<file path="src/rtl/alu_arbiter_if.sv">
// alu_arbiter_if: request/response bundle between two ALU requesters and
// the ALU arbiter.
//   req_valid[k] / req_ready[k]  request handshake for requester k
//   reqK_a, reqK_b, reqK_op      requester K operands and opcode
//   resp_valid[k] / resp_ready[k] response handshake (resp_valid is one-hot)
//   resp_result, resp_z/c/n      registered ALU result and flags
// master = requester side, slave = arbiter side.
interface alu_arbiter_if #(
    parameter int DATA_BUS_WIDTH  = 16,
    parameter int ALU_OP_NUM_BITS = 2
);
    logic [1:0]                 req_valid;
    logic [1:0]                 req_ready;
    logic [DATA_BUS_WIDTH-1:0]  req0_a;
    logic [DATA_BUS_WIDTH-1:0]  req0_b;
    logic [ALU_OP_NUM_BITS-1:0] req0_op;
    logic [DATA_BUS_WIDTH-1:0]  req1_a;
    logic [DATA_BUS_WIDTH-1:0]  req1_b;
    logic [ALU_OP_NUM_BITS-1:0] req1_op;
    logic [1:0]                 resp_valid;
    logic [1:0]                 resp_ready;
    logic [DATA_BUS_WIDTH-1:0]  resp_result;
    logic                       resp_z;
    logic                       resp_c;
    logic                       resp_n;

    modport master (
        output req_valid, req0_a, req0_b, req0_op, req1_a, req1_b, req1_op,
        output resp_ready,
        input  req_ready, resp_valid, resp_result, resp_z, resp_c, resp_n
    );

    modport slave (
        input  req_valid, req0_a, req0_b, req0_op, req1_a, req1_b, req1_op,
        input  resp_ready,
        output req_ready, resp_valid, resp_result, resp_z, resp_c, resp_n
    );
endinterface

</file>
<file path="src/rtl/alu_arbiter.sv">
// alu_arbiter: shares one combinational ALU between two requesters with
// round-robin arbitration. One operation in flight at a time; operands are
// registered before driving the ALU and the result/flags are registered
// before being returned on a one-hot response handshake.
//   clk, reset                 clock (rising edge), async active-high reset
//   bus (slave)                request/response handshakes, see alu_arbiter_if
//   alu_a, alu_b, alu_op       ALU operand/opcode drive (from operand regs)
//   alu_result, alu_z/c/n      ALU result and flags, captured at end of EXEC
//
// state | meaning
// IDLE  | arbitrating; req_ready driven for the granted requester
// EXEC  | operand regs drive the ALU for one cycle; result captured at exit
// RESP  | resp_valid to the owner until it accepts
module alu_arbiter #(
    parameter int DATA_BUS_WIDTH  = 16,
    parameter int ALU_OP_NUM_BITS = 2
) (
    input  logic                       clk,
    input  logic                       reset,
    alu_arbiter_if.slave               bus,
    output logic [DATA_BUS_WIDTH-1:0]  alu_a,
    output logic [DATA_BUS_WIDTH-1:0]  alu_b,
    output logic [ALU_OP_NUM_BITS-1:0] alu_op,
    input  logic [DATA_BUS_WIDTH-1:0]  alu_result,
    input  logic                       alu_z,
    input  logic                       alu_c,
    input  logic                       alu_n
);

    typedef enum logic [1:0] {
        IDLE = 2'd0,
        EXEC = 2'd1,
        RESP = 2'd2
    } state_t;

    state_t state, state_next;

    logic                       last_grant;
    logic                       owner_id;
    logic [DATA_BUS_WIDTH-1:0]  opnd_a;
    logic [DATA_BUS_WIDTH-1:0]  opnd_b;
    logic [ALU_OP_NUM_BITS-1:0] opnd_op;
    logic [DATA_BUS_WIDTH-1:0]  res_result;
    logic                       res_z;
    logic                       res_c;
    logic                       res_n;

    logic       grant_valid;
    logic       grant_id;
    logic       accept;
    logic       resp_done;
    logic [1:0] req_ready_int;
    logic [1:0] resp_valid_int;

    // Round-robin: on a tie the requester not served last wins.
    always_comb begin
        grant_valid = 1'b0;
        grant_id    = 1'b0;
        if (state == IDLE) begin
            case (bus.req_valid)
                2'b01: begin
                    grant_valid = 1'b1;
                    grant_id    = 1'b0;
                end
                2'b10: begin
                    grant_valid = 1'b1;
                    grant_id    = 1'b1;
                end
                2'b11: begin
                    grant_valid = 1'b1;
                    grant_id    = ~last_grant;
                end
                default: begin
                    grant_valid = 1'b0;
                    grant_id    = 1'b0;
                end
            endcase
        end
    end

    always_ff @(posedge clk or posedge reset) begin
        if (reset) begin
            state <= IDLE;
        end else begin
            state <= state_next;
        end
    end

    // A grant always targets a valid requester, so req_ready high implies
    // the handshake completes on this edge. reset gates req_ready because
    // the grant logic is otherwise live while the state is held in IDLE.
    always_comb begin
        state_next     = state;
        req_ready_int  = 2'b00;
        resp_valid_int = 2'b00;
        accept         = 1'b0;
        resp_done      = 1'b0;
        case (state)
            IDLE: begin
                if (grant_valid && !reset) begin
                    req_ready_int[grant_id] = 1'b1;
                    accept                  = 1'b1;
                    state_next              = EXEC;
                end
            end
            EXEC: begin
                state_next = RESP;
            end
            RESP: begin
                resp_valid_int[owner_id] = 1'b1;
                if (bus.resp_ready[owner_id]) begin
                    resp_done  = 1'b1;
                    state_next = IDLE;
                end
            end
            default: begin
                state_next = IDLE;
            end
        endcase
    end

    always_ff @(posedge clk or posedge reset) begin
        if (reset) begin
            last_grant <= 1'b1;
            owner_id   <= 1'b0;
            opnd_a     <= '0;
            opnd_b     <= '0;
            opnd_op    <= '0;
            res_result <= '0;
            res_z      <= 1'b0;
            res_c      <= 1'b0;
            res_n      <= 1'b0;
        end else begin
            if (accept) begin
                owner_id <= grant_id;
                opnd_a   <= grant_id ? bus.req1_a  : bus.req0_a;
                opnd_b   <= grant_id ? bus.req1_b  : bus.req0_b;
                opnd_op  <= grant_id ? bus.req1_op : bus.req0_op;
            end
            if (state == EXEC) begin
                res_result <= alu_result;
                res_z      <= alu_z;
                res_c      <= alu_c;
                res_n      <= alu_n;
            end
            if (resp_done) begin
                last_grant <= owner_id;
            end
        end
    end

    // Operand regs feed the ALU directly; they only change at an accept,
    // so the drive is stable through EXEC and clears with reset.
    assign alu_a  = opnd_a;
    assign alu_b  = opnd_b;
    assign alu_op = opnd_op;

    assign bus.req_ready   = req_ready_int;
    assign bus.resp_valid  = resp_valid_int;
    assign bus.resp_result = res_result;
    assign bus.resp_z      = res_z;
    assign bus.resp_c      = res_c;
    assign bus.resp_n      = res_n;

endmodule

</file>
<file path="src/flat_wrapper.sv">
// flat-port wrapper written by rule: the top's interface ports become plain ports
module alu_arbiter_flat 
#(
    parameter int DATA_BUS_WIDTH  = 16,
    parameter int ALU_OP_NUM_BITS = 2
)
  (clk, reset, alu_a, alu_b, alu_op, alu_result, alu_z, alu_c, alu_n, bus_req_valid, bus_req0_a, bus_req0_b, bus_req0_op, bus_req1_a, bus_req1_b, bus_req1_op, bus_resp_ready, bus_req_ready, bus_resp_valid, bus_resp_result, bus_resp_z, bus_resp_c, bus_resp_n);
  alu_arbiter_if #(.DATA_BUS_WIDTH(DATA_BUS_WIDTH), .ALU_OP_NUM_BITS(ALU_OP_NUM_BITS)) bus_i ();
  input  logic clk;
  input  logic reset;
  output logic [DATA_BUS_WIDTH-1:0] alu_a;
  output logic [DATA_BUS_WIDTH-1:0] alu_b;
  output logic [ALU_OP_NUM_BITS-1:0] alu_op;
  input  logic [DATA_BUS_WIDTH-1:0] alu_result;
  input  logic alu_z;
  input  logic alu_c;
  input  logic alu_n;
  input wire logic [$bits(bus_i.req_valid)-1:0] bus_req_valid;
  input wire logic [$bits(bus_i.req0_a)-1:0] bus_req0_a;
  input wire logic [$bits(bus_i.req0_b)-1:0] bus_req0_b;
  input wire logic [$bits(bus_i.req0_op)-1:0] bus_req0_op;
  input wire logic [$bits(bus_i.req1_a)-1:0] bus_req1_a;
  input wire logic [$bits(bus_i.req1_b)-1:0] bus_req1_b;
  input wire logic [$bits(bus_i.req1_op)-1:0] bus_req1_op;
  input wire logic [$bits(bus_i.resp_ready)-1:0] bus_resp_ready;
  output wire logic [$bits(bus_i.req_ready)-1:0] bus_req_ready;
  output wire logic [$bits(bus_i.resp_valid)-1:0] bus_resp_valid;
  output wire logic [$bits(bus_i.resp_result)-1:0] bus_resp_result;
  output wire logic [$bits(bus_i.resp_z)-1:0] bus_resp_z;
  output wire logic [$bits(bus_i.resp_c)-1:0] bus_resp_c;
  output wire logic [$bits(bus_i.resp_n)-1:0] bus_resp_n;
  assign bus_i.req_valid = bus_req_valid;
  assign bus_i.req0_a = bus_req0_a;
  assign bus_i.req0_b = bus_req0_b;
  assign bus_i.req0_op = bus_req0_op;
  assign bus_i.req1_a = bus_req1_a;
  assign bus_i.req1_b = bus_req1_b;
  assign bus_i.req1_op = bus_req1_op;
  assign bus_i.resp_ready = bus_resp_ready;
  assign bus_req_ready = bus_i.req_ready;
  assign bus_resp_valid = bus_i.resp_valid;
  assign bus_resp_result = bus_i.resp_result;
  assign bus_resp_z = bus_i.resp_z;
  assign bus_resp_c = bus_i.resp_c;
  assign bus_resp_n = bus_i.resp_n;
  alu_arbiter #(.DATA_BUS_WIDTH(DATA_BUS_WIDTH), .ALU_OP_NUM_BITS(ALU_OP_NUM_BITS)) u_core (.clk(clk), .reset(reset), .bus(bus_i), .alu_a(alu_a), .alu_b(alu_b), .alu_op(alu_op), .alu_result(alu_result), .alu_z(alu_z), .alu_c(alu_c), .alu_n(alu_n));
endmodule
</file>
<file path="config.mk">
export PLATFORM = sky130hd
export DESIGN_NAME = alu_arbiter_flat
export DESIGN_NICKNAME = d
export VERILOG_FILES = /design/src/rtl/alu_arbiter_if.sv /design/src/rtl/alu_arbiter.sv /design/src/flat_wrapper.sv
export SDC_FILE = /design/constraint.sdc
export NUM_CORES = 1
export LEC_CHECK = 0
export CORE_AREA = 2 2 83 85
export CTS_BUF_LIST = sky130_fd_sc_hd__clkbuf_8
export DETAILED_ROUTE_END_ITERATION = 6
export DIE_AREA = 0 0 85 87
export PLACE_DENSITY = 0.86
export REMOVE_ABC_BUFFERS = 1
export SYNTH_ARGS = -nofsm -noshare
export SYNTH_HDL_FRONTEND = slang
export SYNTH_SLANG_ARGS = --single-unit
export TNS_END_PERCENT = 30
</file>
<file path="constraint.sdc">
create_clock -name clk -period 3.1 [get_ports clk]
set_input_delay 0.465 -clock clk [delete_from_list [all_inputs] [get_ports clk]]
set_output_delay 0.465 -clock clk [all_outputs]
set_load 0.01 [all_outputs]
</file>
==> impl_metrics.json <==
{
  "worst-path-buf-inv": 2,
  "synthArstFlopShare_pct": 100,
  "place.gp.congestion": 0.733,
  "yosysTopAreaCell": "dfrtp_1",
  "cp-end-kind": "output pin",
  "synthTopCellsByCount": "dfrtp_1, nand2_1, a221o_1",
  "max_freq_mhz": 376,
  "routed_via_density": 5.18,
  "grt_pass1_wl_um": 12200,
  "p_leak_uw": 0.00182,
  "clkPwrFrac_pct": 16.2,
  "pwr-share-seq_pct": 36.1,
  "worst_hold_path_type": "flop to flop",
  "post-dp-hpwl_um": 5470,
  "drv_slew": 0,
  "rows": 30,
  "io_buffer_count": 149,
  "reg2reg_depth": 4,
  "final_hold_viol_count": 0,
  "yosys-top-cells-area": "dfrtp_1, a221o_1, nor3_2",
  "maxCapViolations": 0,
  "overflow": 0,
  "vias": 2338,
  "slowest_stage": "clkdlybuf4s50_1",
  "dp_cells": 435,
  "crit_cells": 4,
  "path_clk_slew_ps": 60,
  "cp_top_family": "buffers and inverters",
  "antenna_left": 0,
  "cell_internal_pwr_uw": 2500,
  "power.density_nw_per_um2": 840,
  "worstPathCellList": "clkdlybuf4s50_1 -> or3_2 -> nor3b_1 -> clkdlybuf4s50_1",
  "switching_share_pct": 32.1,
  "core-area_um2": 6570,
  "initial_utilization_pct": 41.1,
  "reg2reg_to": "u_core.alu_op[0]",
  "crit_required_ps": 2630,
  "status": "completed",
  "critical_path.max_fanout": 3,
  "slew_headroom_pct": 40.9,
  "ys_seq_area_share_pct": 52.9,
  "min_period_ps": 2660,
  "critical_path_arrival_ps": 2200,
  "grt_setup_unrepaired": "false",
  "instances_no_fill": 451,
  "fin_setup_tns_ps": 0,
  "ir_drop_mv": 0.574,
  "worst_pin_slew_ps": 887,
  "grt_pass1_vias": 2454,
  "fp.dieArea_um2": 7400,
  "wl_per_cell_um": 16.9,
  "worstSkewPairLatency_ps": 320,
  "synth_top_area_share_pct": 51.9,
  "routed_wl_um": 7610,
  "crit_top_cell": "clkdlybuf4s50_1",
  "post-route-period-util_pct": 85.9,
  "syn-instance-count": 219,
  "start_kind": "primary input",
  "utilization_pct": 66.7,
  "yosysUniqueCellTypes": 24,
  "holdWs_ps": 504,
  "io_pins": 150,
  "cts_tree": "done",
  "pwr-share-comb_pct": 47.7,
  "area_growth_pct": 62.4,
  "synth_edf_count": 0,
  "yosysMostFrequentCell": "dfrtp_1",
  "whs_endpoint": "u_core.bus.resp_result[2]",
  "skew_ps": 6.12,
  "cts-root-buf": "clkbuf_8",
  "ctsResizeCount": 0,
  "grt_use_total_pct": 21.5,
  "syn_area_um2": 2700,
  "grt_max_degree": 36,
  "ys_seq_elements": 57,
  "total_power_uw": 3680,
  "drt_iter0_markers": 80,
  "synth.avg_cell_area_um2": 12.3,
  "critical_path_class": "primary input to output pin",
  "diodes": 0,
  "nNetsFinal": 459,
  "r2r-start": "u_core.state[0]",
  "antenna_found_initial": 0,
  "clockBufferDepth": 2,
  "hold_start": "u_core.bus.resp_result[2]",
  "switching_power_uw": 1180,
  "die_width_um": 85,
  "h-tree-depth": 3,
  "dr.pass1.iters": 4,
  "whs_path_depth": 1,
  "drc": 0,
  "critPathMaxStageDelay_ps": 650,
  "hold_buffers": 0,
  "clkSinkCount": 57,
  "fillers": 503,
  "drive_gt1_share_pct": 20.5,
  "post_cts_buffers": 0,
  "regToRegSetupSlack_ps": 1420,
  "die_h_um": 87,
  "ys.flop_type": "dfrtp_1",
  "ys.warnings.count": 0,
  "cts_buffers": 9,
  "setup_viol_count_final": 0
}
==> registers in the layout, summed over array words and instances (netlist names) <==
name and flops:
u_core.alu_a 16, u_core.alu_b 16, u_core.alu_op 2, u_core.bus.resp_c 1, u_core.bus.resp_n 1, u_core.bus.resp_result 16
u_core.bus.resp_z 1, u_core.last_grant 1, u_core.owner_id 1, u_core.state 2
==> cell usage in the layout, fill, tap and decap left out, drive strengths merged <==
| cell type | netlist | final |
|---|---|---|
| clkbuf | 3 | 11 |
| nand2 | 36 | 36 |
| clkinv | 0 | 3 |
| and3 | 1 | 1 |
| o21ai | 2 | 2 |
| a221o | 34 | 34 |
| nand2b | 2 | 2 |
| dfstp | 1 | 1 |
| and2b | 1 | 1 |
| nor3 | 35 | 35 |
| dfrtp | 56 | 56 |
| or3 | 1 | 1 |
| inv | 2 | 4 |
| nor2 | 1 | 1 |
| mux2 | 20 | 20 |
| nor2b | 1 | 1 |
| a21o | 2 | 2 |
| clkdlybuf4s50 | 0 | 149 |
| nor3b | 1 | 1 |
| and2 | 1 | 1 |
| a22o | 1 | 1 |
| buf | 18 | 8 |
==> routing by layer <==
metal	vias to the layer above	GRT usage (%)	wire length, um
li1	1100	-	-
met1	1119	26.0	3180
met2	109	34.5	3660
met3	10	8.72	639
met4	0	8.37	133
met5	-	0	0
==> worst reg2reg max path: stages, from the launching register on <==
cell and delay, ps:
dfrtp_1 410, or3_2 500, buf_4 310, nor3_1 250
a221o_1 140
==> cell families after synthesis <==
kind of cell	Yosys count	synth area share, %
compound gates	39	13.9
buf+inv	23	5.98
flops	57	52.9
mux	20	8.34
simple gates	80	19.0
==> stage by stage <==
step	worst slack, ps	area (um^2)
final	438	4380
after global placement	427	4210
after global routing	395	4380
after floorplan	-98.1	2550
after detailed placement	431	4210
after CTS	419	4380
==> layout make-up <==
| cell class | instances | area, um^2 | share of cell area (%) |
|---|---|---|---|
| multi-input combinational | 139 | 1120 | 25.6 |
| tap | 80 | 100 | 2.28 |
| clock inverter | 5 | 22.5 | 0.514 |
| clock buffer | 11 | 151 | 3.45 |
| timing repair buffer | 157 | 1550 | 35.4 |
| sequential | 57 | 1430 | 32.6 |
| inverter | 2 | 7.51 | 0.171 |
==> how the worst max path moves through the flow <==
stage                                start          endpoint  slack, ps
final                                reset  bus_req_ready[0]        440
after global routing                 reset  bus_req_ready[0]        390
after CTS                            reset  bus_req_ready[0]        420
after detailed placement             reset  bus_req_ready[0]        430
after global placement               reset  bus_req_ready[0]        430
after floorplan           bus_req_valid[1]  bus_req_ready[0]       -100
==> power groups by stage <==
stage / Combinational [uW] / Sequential (uW) / Clock, uW
final: 1760 / 1330 / 597
after global routing: 1880 / 1380 / 662
after CTS: 1780 / 1330 / 617
after detailed placement: 1780 / 1330 / 0
after global placement: 1740 / 1320 / 0
after floorplan: 618 / 1460 / 0
Note: power is estimated with default switching activity, not from simulation.
